## config.mk

```make
export PLATFORM = sky130hd
export DESIGN_NAME = seq_shifter_right
export DESIGN_NICKNAME = d
export VERILOG_FILES = /design/src/rtl/seq_shifter_right.sv
export SDC_FILE = /design/constraint.sdc
export NUM_CORES = 1
export LEC_CHECK = 0
export ABC_CLOCK_PERIOD_IN_PS = 1600
export CAP_MARGIN = 15
export CORE_AREA = 2 2 39 41
export CTS_CLUSTER_DIAMETER = 30
export DETAILED_ROUTE_END_ITERATION = 7
export DIE_AREA = 0 0 41 43
export PLACE_DENSITY = 0.61
export SYNTH_ARGS = -nofsm -noshare
export SYNTH_HDL_FRONTEND = slang
export SYNTH_SLANG_ARGS = --single-unit
```

## constraint.sdc

```tcl
create_clock -name clk -period 1.6 [get_ports clk]
set_input_delay 0.32 -clock clk [delete_from_list [all_inputs] [get_ports clk]]
set_output_delay 0.32 -clock clk [all_outputs]
set_load 0.02 [all_outputs]
```

## src/rtl/seq_shifter_right.sv

```systemverilog
`default_nettype none
// ============================================================================
// Module   : seq_shifter_right
// Purpose  : Iterative logical/arithmetic right shifter. Accepts an operand and
//            a shift amount over a valid/ready handshake, shifts one bit per
//            clock, and holds the result on a valid/ready output port until
//            the consumer takes it. Only one operation is in flight at a time.
// Ports    : clk       - rising-edge clock
//            rst_n     - asynchronous active-low reset
//            in_valid  - operand presented
//            in_ready  - block can accept an operand (high only when idle)
//            in_data   - operand [WIDTH]
//            in_shamt  - unsigned right-shift amount [SHAMT_W]
//            in_arith  - 1 = sign-fill, 0 = zero-fill
//            out_valid - result available
//            out_ready - consumer accepts result
//            out_data  - shifted result [WIDTH]
// Revision : 1.0 - initial release
// ============================================================================
module seq_shifter_right #(
  parameter int WIDTH   = 4,
  parameter int SHAMT_W = 2
) (
  input  logic               clk,
  input  logic               rst_n,
  input  logic               in_valid,
  output logic               in_ready,
  input  logic [WIDTH-1:0]   in_data,
  input  logic [SHAMT_W-1:0] in_shamt,
  input  logic               in_arith,
  output logic               out_valid,
  input  logic               out_ready,
  output logic [WIDTH-1:0]   out_data
);

  typedef enum logic [1:0] {
    ST_IDLE  = 2'd0,
    ST_SHIFT = 2'd1,
    ST_DONE  = 2'd2
  } state_t;

  state_t             state_q, state_d;
  logic [WIDTH-1:0]   sreg_q,  sreg_d;
  logic [SHAMT_W-1:0] cnt_q,   cnt_d;
  logic               arith_q, arith_d;

  always_ff @(posedge clk or negedge rst_n) begin
    if (!rst_n) begin
      state_q <= ST_IDLE;
      sreg_q  <= '0;
      cnt_q   <= '0;
      arith_q <= 1'b0;
    end else begin
      state_q <= state_d;
      sreg_q  <= sreg_d;
      cnt_q   <= cnt_d;
      arith_q <= arith_d;
    end
  end

  always_comb begin
    state_d   = state_q;
    sreg_d    = sreg_q;
    cnt_d     = cnt_q;
    arith_d   = arith_q;
    in_ready  = 1'b0;
    out_valid = 1'b0;

    unique case (state_q)
      ST_IDLE: begin
        in_ready = 1'b1;
        if (in_valid) begin
          sreg_d  = in_data;
          cnt_d   = in_shamt;
          arith_d = in_arith;
          state_d = (in_shamt != '0) ? ST_SHIFT : ST_DONE;
        end
      end
      ST_SHIFT: begin
        // The fill bit is the current MSB in arithmetic mode, so repeated
        // shifts past WIDTH saturate to all sign bits (or all zeros).
        sreg_d = {arith_q & sreg_q[WIDTH-1], sreg_q[WIDTH-1:1]};
        cnt_d  = cnt_q - SHAMT_W'(1);
        if (cnt_q == SHAMT_W'(1)) begin
          state_d = ST_DONE;
        end
      end
      ST_DONE: begin
        out_valid = 1'b1;
        if (out_ready) begin
          state_d = ST_IDLE;
        end
      end
      default: begin
        state_d = ST_IDLE;
      end
    endcase
  end

  // The shift register is left untouched after the output handshake, so the
  // result stays on out_data in IDLE until the next operand is captured.
  assign out_data = sreg_q;

endmodule
`default_nettype wire

```

# --- Word-level counts from Yosys, hierarchy flattened ---
# Index checks and enable logic that the tools add are counted.
op_classes:
  n_shift: 0
  n_addsub: 1
  eq_ne: 6
  bitwise_logic: 1
  multipliers: 0
  reduce_logical: 6
  mux: 11
  div: 0
  order_cmp: 0
op_table:
  columns: ["cell", "count"]
  rows:
  - ["2-to-1 mux 2 bit", 5]
  - ["case mux 4 bit (2 select lines)", 1]
  - ["inequality test 2 bit (second input constant)", 3]
  - ["case mux 2 bit (3 select lines)", 1]
  - ["== test 2 x 1 -> 1 bit (second input constant)", 2]
  - ["2-to-1 mux 4 bit", 1]
  - ["case mux 2 bit (2 select lines)", 1]
  - ["AND reduction 2 bit", 2]
  - ["nonzero test 2 bit", 2]
  - ["AND reduction 3 bit", 1]
  - ["== test 2 bit (second input constant)", 1]
  - ["zero test 2 bit", 1]
  - ["2-to-1 mux 1 bit", 2]
  - ["subtractor 2 x 1 -> 2 bit (second input constant)", 1]
  - ["bitwise AND 1 bit", 1]
totals:
  ramBits: 0
  mem_bits_ro: 0
  input_bits: 11
  reg_bits: 9
  out_inout_bits: 6
  mem_count: 0
  latchBits: 0
  wordCells: 29

# --- Depth between registers and ports, before layout ---
depth:
  word_depth: 4
  ltp_mapped: 4
  depth_no_buf: 4

# --- Worst setup path after synthesis ---
# OpenSTA, ideal clock, no wires.
synth_timing:
  path_kind: "register to register"
  start: "register state_q[1]"
  end: "register arith_q"
  period_less_slack_ps: 1206
  arrival_time_ps: 1081
  setup_ps: 125
  path_slack_ps: 394
  stages_incl_launch_ff: 5
  cell_sequence: "dfrtp_1 > nand2b_1 > buf_6 > nor2_1 > mux2_2"
synth_via:
  elab_chain_cells: 2
synth_rtl:
  columns: ["element", "line_no", "rtl"]
  rows:
  - ["start, declared", "42", "state_t state_q, state_d;"]
  - ["start signal, assigned", "54", "state_q <= state_d;"]
  - ["zero test 2 bit", "69", "unique case (state_q)"]
  - ["AND reduction 2 bit (no line)", null, null]
  - ["end signal, assigned", "57", "arith_q <= arith_d;"]
  - ["end, declared", "45", "logic arith_q, arith_d;"]
# No other way between the ends.
# A chain may end at the register's enable or synchronous reset.

# --- Final worst setup path ---
layout_timing:
  start: "register sreg_q[3] (netlist: out_data[3])"
  end: "output port out_data[3]"
layout_lines:
  columns: ["element", "line_no", "rtl"]
  rows:
  - ["start, declared", "43", "logic [WIDTH-1:0] sreg_q, sreg_d;"]
  - ["start signal, assigned", "55", "sreg_q <= sreg_d;"]
  - ["end, declared", "33", "output logic [WIDTH-1:0] out_data"]
# No word-level cell between the ends.

==> run summary <==
For the number of antenna violations at the first check in global routing, the log shows 0. The largest buffer count on any clock path was 2. The logs give 0.335 for the starting density of the core and 868 um for the sum of net half-perimeters after detailed placement. The total global routing track utilization was 0.153.

The category of the worst setup path capture point is an output port. After detailed routing, the total wire length is 1180 um. The number of clock sinks came out at 9. The signal on the critical path passes through clkdlybuf4s50_1. The worst setup path is launched from a flip-flop.

The via-per-instance ratio works out to 5.28. In this run the worst hold path is classified as input port to asynchronous set/reset pin. For the total negative slack for setup checks, the log shows 0 ns.

Static timing analysis puts the maximum clock frequency at 0.646 GHz. Post-synthesis cell count: 47. The final max-slew violation count was 0; the number of setup violations in the final report was 0.

For the count of TritonRoute iterations in the first routing pass, the log shows 4. The die covers 1760 um^2. The clock latency of the later-clocked register in the worst-skew pair was 0.27 ns. The run gives 83 as the final layout net count.

The tree is rooted in a clkbuf_4. Post-synthesis mux area share: 0.0701. Across all register-to-register paths, the minimum setup slack is 0.37 ns. The share of the clock period used by the worst path after layout is 0.967, and the peak supply drop is 0.000751 V.

Relative to the synthesized area, the layout overhead comes to 50.1%. In the layout the commonest cells are clkdlybuf4s50_1 (11), o22ai_1 (10), dfrtp_1 (9). By startpoint and endpoint, the worst setup path is classified as flip-flop to output port. The first-pass GRT wire length is 1700 um, and the row count is 14.

The via count of the first global-routing pass is 374. Setup repair after global routing left no endpoint under its margin. For the cell leakage power, the log shows 0.323 nW. The overall die height is 43 um, and the average cell area after synthesis is 9.88 um^2. The simple-gate share of the synthesized area was 0.0701. After detailed routing, the average wire length per cell comes to 13.7 um. The Yosys step of the flow raised 0 warnings. Data arrives at the worst endpoint at 1.23 ns. After synthesis, the largest family of logic cells by area is compound AO/OA/AOI/OAI gates. The run finished with clean final reports.

The area fraction in compound gates after synthesis was 0.272. TritonCTS built the clock tree. The stage delay of the slowest cell on the critical path works out to 0.60 ns. Synthesis instantiated 16 different standard cells from the library. The cell area that synthesis handed to floorplanning was 464 um^2.

The number of antenna cells inserted was 0; the clock transition at the registers of the reported paths was 0.06 ns. The slowest stage of the critical path is the clkdlybuf4s50_1 cell. The routed layout has 454 vias. Along the worst path, the maximum fanout reaches 3. The endpoint identified for the worst register-to-register timing path is arith_q. The sequential cell area fraction in the yosys report came out at 0.485. The utilization after layout was 0.504. Number of levels in the clock H-tree: 1. The clock period minus worst slack was 1.55 ns. Leaving out fill and tap cells, the most frequent cell in the layout is clkdlybuf4s50_1. Counting every net in the synthesized netlist gives 59.

The number of I/O port buffers is 16. The placeable core area was 1380 um^2. For the final hold slack, the log shows 0.355 ns. The layout cell share with drive strength beyond 1 is 0.171. The number of design-rule violations left by the first detailed-router iteration was 7.

The logs give 0 for the number of buffers added to fix hold violations after cts and 1.28 ns for the data required time at the worst endpoint. The DRC violation count after routing was 0; the count of buffers added by post-CTS timing repair for setup was 0. The maximum number of pins on one net before global-route repair is 10, and the number of buffers created by CTS is 3. Among cell families on the critical path, the largest total delay comes from buffers and inverters. The xor/xnor cell area share of the yosys netlist is 0, and the clock tree skew after final layout is 0.00410 ns. For the worst flop-to-flop path, the logic depth is 3. The count of maximum capacitance violations was 0; the horizontal die dimension was 41 um. The hold violation total from the final report came out at 0.

Final weighted congestion in routability-driven placement: 0.728. The adder and majority gate portion of the synthesized area is 0.0270, and the headroom to the max-slew limit is 0.711. Transition at the pin with the smallest max-transition slack: 0.432 ns. For this design the top-level I/O count stands at 17. The buffer and inverter count on the worst path is 1. The synthesized flop and latch total was 9. The reg-to-reg critical path startpoint is state_q[1].

The cell area power density is 1840 nW/um^2, and the sum of overflow across all layers after global routing is 0. Once detail routing completed, the nets flagged for antenna violations numbered 0.
==> stage by stage <==
stage	total power, mW	setup WS, ns	instance area, um^2	cells
finish	1.28	0.0525	697	86
floorplan	0.839	0.394	464	47
CTS	1.30	0.00325	689	86
global route	1.37	0.00627	697	86
detailed placement	1.13	0.0759	666	82
global placement	1.12	0.0740	666	82
==> how the worst max path moves through the flow <==
stage	slack [ns]	start	to	cells after the start
2_1_floorplan	0.39	state_q[1]	arith_q	4
3_3_place_gp	0.07	state_q[1]	out_valid	3
3_5_place_dp	0.08	in_valid	arith_q	4
4_1_cts	0.003	out_data[0]	out_data[0]	1
5_1_grt	0.006	state_q[1]	out_valid	3
6_report	0.05	out_data[3]	out_data[3]	1
==> registers in the layout (all words and copies together), names as in the netlist <==
| register | flops |
|---|---|
| arith_q | 1 |
| cnt_q | 2 |
| out_data | 4 |
| state_q | 2 |
==> final cells by class <==
type | instances | area, um^2
clock buffers | 4 | 26.3
fillers | 134 | 687
inverters | 5 | 18.8
multi-input cells | 31 | 204
flip-flops and latches | 9 | 225
well taps | 16 | 20.0
repair buffers | 21 | 203
==> per-layer routing <==
layer,wire [um],vias to the layer above,global-route usage,part of all wire
li1,-,220,-,-
met1,550,212,0.220,0.47
met2,503,17,0.181,0.43
met3,81,5,0.0314,0.069
met4,47,0,0.140,0.040
met5,0,-,0,0
==> power breakdown <==
group | total [mW] | switching, mW | internal (mW)
sequential | 0.437 | 0.0989 | 0.338
combinational | 0.660 | 0.331 | 0.329
clock | 0.183 | 0.0865 | 0.0965
==> cells in the mapped netlist, drive strengths merged <==
| cell type | count | area [um^2] |
|---|---|---|
| o22ai | 10 | 62.6 |
| dfrtp | 9 | 225 |
| a21oi | 6 | 30.0 |
| inv | 5 | 18.8 |
| nor2 | 4 | 15.0 |
| buf | 2 | 16.3 |
| mux2 | 2 | 22.5 |
| nand2b | 2 | 12.5 |
| o21ai | 2 | 13.8 |
| ha | 1 | 12.5 |
| mux2i | 1 | 10.0 |
| nand3 | 1 | 5.00 |
| o22a | 1 | 10.0 |
| o32a | 1 | 10.0 |
==> logic make-up (layout without fill, tap and decap cells) <==
kind of cell | after synthesis | count (layout)
flip-flops | 9 | 9
buffers and inverters | 7 | 30
adder cells (fa/ha/maj) | 1 | 1
multiplexers | 3 | 3
AND/OR/NAND/NOR | 7 | 7
AO/OA/AOI/OAI | 20 | 20
==> repair_timing <==
action,in CTS,in global routing
gates cloned,0,0
gates resized for setup,2,3
pin swaps,0,0
setup endpoints to repair,2,3
Note: power is estimated with default switching activity, not from simulation.
